===== src/rtl/ringbuf_pulse_fifo_if.sv =====
// Push/drain signal bundle for ringbuf_pulse_fifo: the CPU-side push strobe and
// status flags, plus the valid/ready drain toward the AXI-lite command path.
interface ringbuf_pulse_fifo_if #(
  parameter int DATA_W = 32,
  parameter int ADDR_W = 3
);
  logic              push_pulse;
  logic [DATA_W-1:0] push_data;
  logic              flush;
  logic              clr_overflow;
  logic              m_valid;
  logic [DATA_W-1:0] m_data;
  logic              m_ready;
  logic              full;
  logic              empty;
  logic [ADDR_W:0]   count;
  logic              overflow;

  modport master (
    output push_pulse, push_data, flush, clr_overflow, m_ready,
    input  m_valid, m_data, full, empty, count, overflow
  );

  modport slave (
    input  push_pulse, push_data, flush, clr_overflow, m_ready,
    output m_valid, m_data, full, empty, count, overflow
  );
endinterface


===== src/rtl/ringbuf_pulse_fifo.sv =====
// Ring-buffer FIFO fed by single-cycle push pulses, drained over valid/ready with
// first-word fall-through. Define RINGBUF_OVERWRITE_EN to overwrite the oldest entry on overflow.
module ringbuf_pulse_fifo #(
  parameter int DATA_W = 32,
  parameter int ADDR_W = 3
) (
  input logic                clk,
  input logic                rstn,
  ringbuf_pulse_fifo_if.slave bus
);
  localparam int DEPTH = 1 << ADDR_W;

  logic [DATA_W-1:0] mem [DEPTH];

  logic [ADDR_W:0] wr_ptr, rd_ptr, wr_ptr_nxt, rd_ptr_nxt;
  logic [ADDR_W:0] count_r, count_nxt;
  logic            overflow_r, overflow_nxt;
  logic            empty_w, full_w;
  logic            pop, push, drop_evt, mem_we;

  // Extra wrap bit distinguishes full from empty when the low bits match.
  assign empty_w  = (wr_ptr == rd_ptr);
  assign full_w   = (wr_ptr[ADDR_W] != rd_ptr[ADDR_W]) &&
                    (wr_ptr[ADDR_W-1:0] == rd_ptr[ADDR_W-1:0]);
  assign pop      = ~empty_w & bus.m_ready;
  assign push     = bus.push_pulse & (~full_w | pop);
  assign drop_evt = bus.push_pulse & full_w & ~pop;

  always_comb begin
    wr_ptr_nxt   = wr_ptr;
    rd_ptr_nxt   = rd_ptr;
    count_nxt    = count_r;
    overflow_nxt = overflow_r;
    mem_we       = 1'b0;
    if (bus.flush) begin
      wr_ptr_nxt   = '0;
      rd_ptr_nxt   = '0;
      count_nxt    = '0;
      overflow_nxt = 1'b0;
    end else begin
      if (bus.clr_overflow) overflow_nxt = 1'b0;
      if (drop_evt)         overflow_nxt = 1'b1;
      if (push) begin
        mem_we     = 1'b1;
        wr_ptr_nxt = wr_ptr + 1'b1;
      end
      if (pop) rd_ptr_nxt = rd_ptr + 1'b1;
      if (push && !pop)      count_nxt = count_r + 1'b1;
      else if (pop && !push) count_nxt = count_r - 1'b1;
`ifdef RINGBUF_OVERWRITE_EN
      // Oldest entry is sacrificed: both pointers step so occupancy stays DEPTH.
      if (drop_evt) begin
        mem_we     = 1'b1;
        wr_ptr_nxt = wr_ptr + 1'b1;
        rd_ptr_nxt = rd_ptr + 1'b1;
      end
`endif
    end
  end

  always_ff @(posedge clk or negedge rstn) begin
    if (!rstn) begin
      wr_ptr     <= '0;
      rd_ptr     <= '0;
      count_r    <= '0;
      overflow_r <= 1'b0;
    end else begin
      wr_ptr     <= wr_ptr_nxt;
      rd_ptr     <= rd_ptr_nxt;
      count_r    <= count_nxt;
      overflow_r <= overflow_nxt;
    end
  end

  // Storage holds data only, so it is left out of reset.
  always_ff @(posedge clk) begin
    if (mem_we) mem[wr_ptr[ADDR_W-1:0]] <= bus.push_data;
  end

  assign bus.m_valid  = ~empty_w;
  assign bus.m_data   = mem[rd_ptr[ADDR_W-1:0]];
  assign bus.full     = full_w;
  assign bus.empty    = empty_w;
  assign bus.count    = count_r;
  assign bus.overflow = overflow_r;
endmodule


===== src/flat_wrapper.sv =====
// flat-port wrapper written by rule: the top's interface ports become plain ports
module ringbuf_pulse_fifo_flat 
#(
  parameter int DATA_W = 32,
  parameter int ADDR_W = 3
)
  (clk, rstn, bus_push_pulse, bus_push_data, bus_flush, bus_clr_overflow, bus_m_ready, bus_m_valid, bus_m_data, bus_full, bus_empty, bus_count, bus_overflow);
  ringbuf_pulse_fifo_if #(.DATA_W(DATA_W), .ADDR_W(ADDR_W)) bus_i ();
  input logic clk;
  input logic rstn;
  input wire logic [$bits(bus_i.push_pulse)-1:0] bus_push_pulse;
  input wire logic [$bits(bus_i.push_data)-1:0] bus_push_data;
  input wire logic [$bits(bus_i.flush)-1:0] bus_flush;
  input wire logic [$bits(bus_i.clr_overflow)-1:0] bus_clr_overflow;
  input wire logic [$bits(bus_i.m_ready)-1:0] bus_m_ready;
  output wire logic [$bits(bus_i.m_valid)-1:0] bus_m_valid;
  output wire logic [$bits(bus_i.m_data)-1:0] bus_m_data;
  output wire logic [$bits(bus_i.full)-1:0] bus_full;
  output wire logic [$bits(bus_i.empty)-1:0] bus_empty;
  output wire logic [$bits(bus_i.count)-1:0] bus_count;
  output wire logic [$bits(bus_i.overflow)-1:0] bus_overflow;
  assign bus_i.push_pulse = bus_push_pulse;
  assign bus_i.push_data = bus_push_data;
  assign bus_i.flush = bus_flush;
  assign bus_i.clr_overflow = bus_clr_overflow;
  assign bus_i.m_ready = bus_m_ready;
  assign bus_m_valid = bus_i.m_valid;
  assign bus_m_data = bus_i.m_data;
  assign bus_full = bus_i.full;
  assign bus_empty = bus_i.empty;
  assign bus_count = bus_i.count;
  assign bus_overflow = bus_i.overflow;
  ringbuf_pulse_fifo #(.DATA_W(DATA_W), .ADDR_W(ADDR_W)) u_core (.clk(clk), .rstn(rstn), .bus(bus_i));
endmodule

===== config.mk =====
export PLATFORM = sky130hd
export DESIGN_NAME = ringbuf_pulse_fifo_flat
export DESIGN_NICKNAME = d
export VERILOG_FILES = /design/src/rtl/ringbuf_pulse_fifo_if.sv /design/src/rtl/ringbuf_pulse_fifo.sv /design/src/flat_wrapper.sv
export SDC_FILE = /design/constraint.sdc
export NUM_CORES = 1
export LEC_CHECK = 0
export ABC_AREA = 1
export ABC_CLOCK_PERIOD_IN_PS = 4100
export CAP_MARGIN = 20
export CELL_PAD_IN_SITES_DETAIL_PLACEMENT = 1
export CELL_PAD_IN_SITES_GLOBAL_PLACEMENT = 1
export CORE_ASPECT_RATIO = 0.6
export CORE_MARGIN = 4
export CORE_UTILIZATION = 48
export DETAILED_ROUTE_END_ITERATION = 8
export PLACE_DENSITY = 0.9
export SYNTH_ARGS = -nofsm -noshare
export SYNTH_HDL_FRONTEND = slang
export SYNTH_SLANG_ARGS = --single-unit
export TNS_END_PERCENT = 20

===== constraint.sdc =====
create_clock -name clk -period 4.1 [get_ports clk]
set_clock_uncertainty 0.15 [all_clocks]
set_input_delay 0.82 -clock clk [delete_from_list [all_inputs] [get_ports clk]]
set_output_delay 0.82 -clock clk [all_outputs]
set_load 0.01 [all_outputs]

==> flow_metrics.env <==
export IMPL_power_static_leakage_nw=4.328
export IMPL_drv_cap=0
export IMPL_ys_types=32
export IMPL_yosys_area_share_simple_pct=11.45
export IMPL_drive_above_1_share_pct=9.206
export IMPL_syn_num_nets=899
export IMPL_start_util_pct=48.85
export IMPL_holdWs_ps=369.2
export IMPL_status="complete, no violations"
export IMPL_worstSkewPairLatency_ps=520
export IMPL_coreArea_um2=22070
export IMPL_min_period_ps=3962
export IMPL_post_route_util_pct=58.13
export IMPL_yosys_warnings=0
export IMPL_grt_max_degree=67
export IMPL_crit_end="bus_m_data[20]"
export IMPL_dp_hpwl_um=16560
export IMPL_synthCells=856
export IMPL_ys_seq_elements=269
export IMPL_crit_required_ps=3130
export IMPL_max_vdd_ir_drop_v=0.0003038
export IMPL_rows=42
export IMPL_cts_sinks=269
export IMPL_n_antenna_cell=0
export IMPL_place_congestion=0.7481
export IMPL_clk_transition_reported_paths_ps=70
export IMPL_die_height_um=124.1
export IMPL_worstPathMaxFanout=31
export IMPL_regArea_um2=8018
export IMPL_routed_wl_um=28480
export IMPL_antenna_found_initial=0
export IMPL_die_w_um=201.5
export IMPL_startpoint_type="flop"
export IMPL_hp_start="u_core.bus.count[2]$_DFFE_PN0P_"
export IMPL_rsz0062_at_grt="false"
export IMPL_syn_mean_instance_area_um2=12.60
export IMPL_setup_viol=0
export IMPL_synth_xor_area_share_pct=0.2437
export IMPL_multi_input_area_um2=2511
export IMPL_wl_per_cell_um=23.14
export IMPL_cts_tree="done"
export IMPL_grt_pass1_vias=7583
export IMPL_relSlewSlack_pct=54.10
export IMPL_area_delta_synth_final_pct=19.00
export IMPL_hp_class="flop to flop"
export IMPL_dr_pass1_iters=6
export IMPL_ant_nets=0
export IMPL_root_buffer="clkbuf_16"
export IMPL_fillers=2147
export IMPL_grt_first_pass_wirelength_um=43880
export IMPL_timing_fmax_mhz=252.4
export IMPL_tns_ps=0
export IMPL_dieArea_um2=25000
export IMPL_grtUsageTotal_pct=22.69
export IMPL_yosysSeqAreaShare_pct=74.31
export IMPL_crit_type="flop to output pin"
export IMPL_rr_endpoint="u_core.mem[6][5]$_DFFE_PP_"
export IMPL_portBuffers=77
export IMPL_tightest_slew_ps=686.3
export IMPL_powerDensity_nw_per_um2=504.4
export IMPL_cts_max_level=1
export IMPL_synth_compound_area_share_pct=10.39
export IMPL_drv_slew=0
export IMPL_r2r_start="u_core.rd_ptr[0]$_DFFE_PN0P_"
export IMPL_gr_total_overflow=0
export IMPL_ff2ff_setup_slack_ps=790
export IMPL_drt_vias_per_instance=5.757
export IMPL_drc_errors=0
export IMPL_cts_buffers=25
export IMPL_netlist_area_um2=10780
export IMPL_drt_iter0_drc=505
export IMPL_arrival_ps=2990
export IMPL_min_period_over_period_pct=96.65
export IMPL_vias=7087
export IMPL_end_kind="output pin"
export IMPL_synth_top_family_by_area="simple AND/OR/NAND/NOR gates"
export IMPL_finalHoldViolCount=0
export IMPL_worstSetupStartpoint="u_core.rd_ptr[1]$_DFFE_PN0P_"
export IMPL_synthAdderAreaFrac_pct=0.6498
export IMPL_clock_tree_buffer_depth=3
export IMPL_io_pins=78
export IMPL_reg2reg_depth=11
export IMPL_synthMuxAreaShare_pct=0
export IMPL_ctsHoldBuffers=0
export IMPL_nets=971
placed cells by master, fill, tap and decap left out, types with 10 or more instances in the layout:
| cell type | n |
|---|---|
| a31oi_1 | 32 |
| buf_12 | 10 |
| buf_4 | 10 |
| clkbuf_16 | 25 |
| clkdlybuf4s50_1 | 77 |
| dfrtp_1 | 11 |
| edfxtp_1 | 256 |
| inv_1 | 11 |
| nand2_1 | 35 |
| nand3_1 | 16 |
| nor2_1 | 227 |
| o21ai_0 | 116 |
| o21ai_1 | 19 |
| o22ai_1 | 32 |
routing by layer:
metal	share of wire (%)	track usage (%)
met5	0	0
met4	1.4	4.266
met3	3.9	2.966
met2	50	40.62
met1	45	30.63
power breakdown:
part           total (mW)  switching [mW]  internal [mW]
logic                1.01           0.602          0.412
clock network        2.34           0.976           1.36
registers            3.12          0.0524           3.07
cell type report:
| class | instances | share of cell area (%) |
|---|---|---|
| Tap cell | 286 | 2.789 |
| Multi-Input combinational cell | 514 | 19.57 |
| Sequential cell | 269 | 62.49 |
| Timing Repair Buffer | 98 | 8.240 |
| Clock inverter | 16 | 1.355 |
| Clock buffer | 28 | 4.963 |
| Inverter | 20 | 0.5948 |
flip-flops by register name, summed over array words and instances, names as in the netlist:
register,cells
u_core.bus.count,4
u_core.bus.overflow,1
u_core.mem,256
u_core.rd_ptr,4
u_core.wr_ptr,4
cell families (layout without fill, tap and decap cells):
group / count (synthesis) / count (layout)
xor+xnor: 3 / 3
simple gates: 301 / 301
compound gates: 205 / 205
flops: 269 / 269
fa+ha+maj: 5 / 5
buf+inv: 73 / 162
what timing repair did:
action                     4_1_cts  5_1_grt
setup endpoints to repair        0        1
resized for setup                0        1
setup buffers                    0        0
stage by stage:
stage | power [mW] | cell area (um^2) | instances | setup slack [ps]
6_report | 6.472 | 12830 | 1231 | 137.5
5_1_grt | 6.737 | 12830 | 1231 | 26.01
4_1_cts | 6.519 | 12830 | 1231 | 122.8
3_5_place_dp | 4.185 | 12020 | 1187 | 684.0
3_3_place_gp | 4.134 | 12020 | 1187 | 764.9
2_1_floorplan | 3.715 | 10780 | 856 | 952.8
worst max-delay path: stages, from the launching register on:
cell	delay, ps
dfrtp_2	430
inv_2	480
buf_12	280
o21ai_0	110
o22ai_1	120
nor2_1	70
a31oi_1	350
clkdlybuf4s50_1	620
synth_stat cells:
| cell type | n | area share [%] |
|---|---|---|
| a21oi_1 | 4 | 0.19 |
| a21oi_4 | 1 | 0.15 |
| a31oi_1 | 32 | 1.9 |
| buf_1 | 1 | 0.035 |
| buf_2 | 17 | 0.79 |
| buf_4 | 6 | 0.42 |
| clkbuf_1 | 28 | 0.97 |
| clkbuf_2 | 1 | 0.046 |
| dfrtp_1 | 13 | 3.0 |
| edfxtp_1 | 256 | 71 |
| fa_1 | 1 | 0.19 |
| ha_1 | 4 | 0.46 |
| inv_1 | 13 | 0.45 |
| inv_2 | 7 | 0.24 |
| nand2_1 | 35 | 1.2 |
| nand2_2 | 4 | 0.23 |
| nand2_4 | 1 | 0.10 |
| nand2_8 | 1 | 0.19 |
| nand3_1 | 16 | 0.74 |
| nand3_2 | 2 | 0.19 |
| nand3_4 | 1 | 0.16 |
| nand3b_2 | 1 | 0.10 |
| nand4_1 | 3 | 0.17 |
| nor2_1 | 235 | 8.2 |
| nor2_2 | 1 | 0.058 |
| nor2_4 | 1 | 0.10 |
| o21ai_0 | 116 | 5.4 |
| o21ai_1 | 19 | 0.88 |
| o22ai_1 | 32 | 1.9 |
| o31ai_1 | 1 | 0.070 |
| xnor2_1 | 1 | 0.081 |
| xor2_1 | 2 | 0.16 |
how the worst min path moves through the flow:
stage | to | slack, ps | cells past startpoint
2_1_floorplan | u_core.bus.count[0]$_DFFE_PN0P_ | 370 | 0
3_3_place_gp | u_core.bus.count[2]$_DFFE_PN0P_ | 350 | 2
3_5_place_dp | u_core.bus.count[2]$_DFFE_PN0P_ | 350 | 2
4_1_cts | u_core.bus.count[2]$_DFFE_PN0P_ | 370 | 2
5_1_grt | u_core.bus.count[2]$_DFFE_PN0P_ | 410 | 2
6_report | u_core.bus.count[2]$_DFFE_PN0P_ | 370 | 2
No activity file was read; power rests on OpenSTA's default activity.
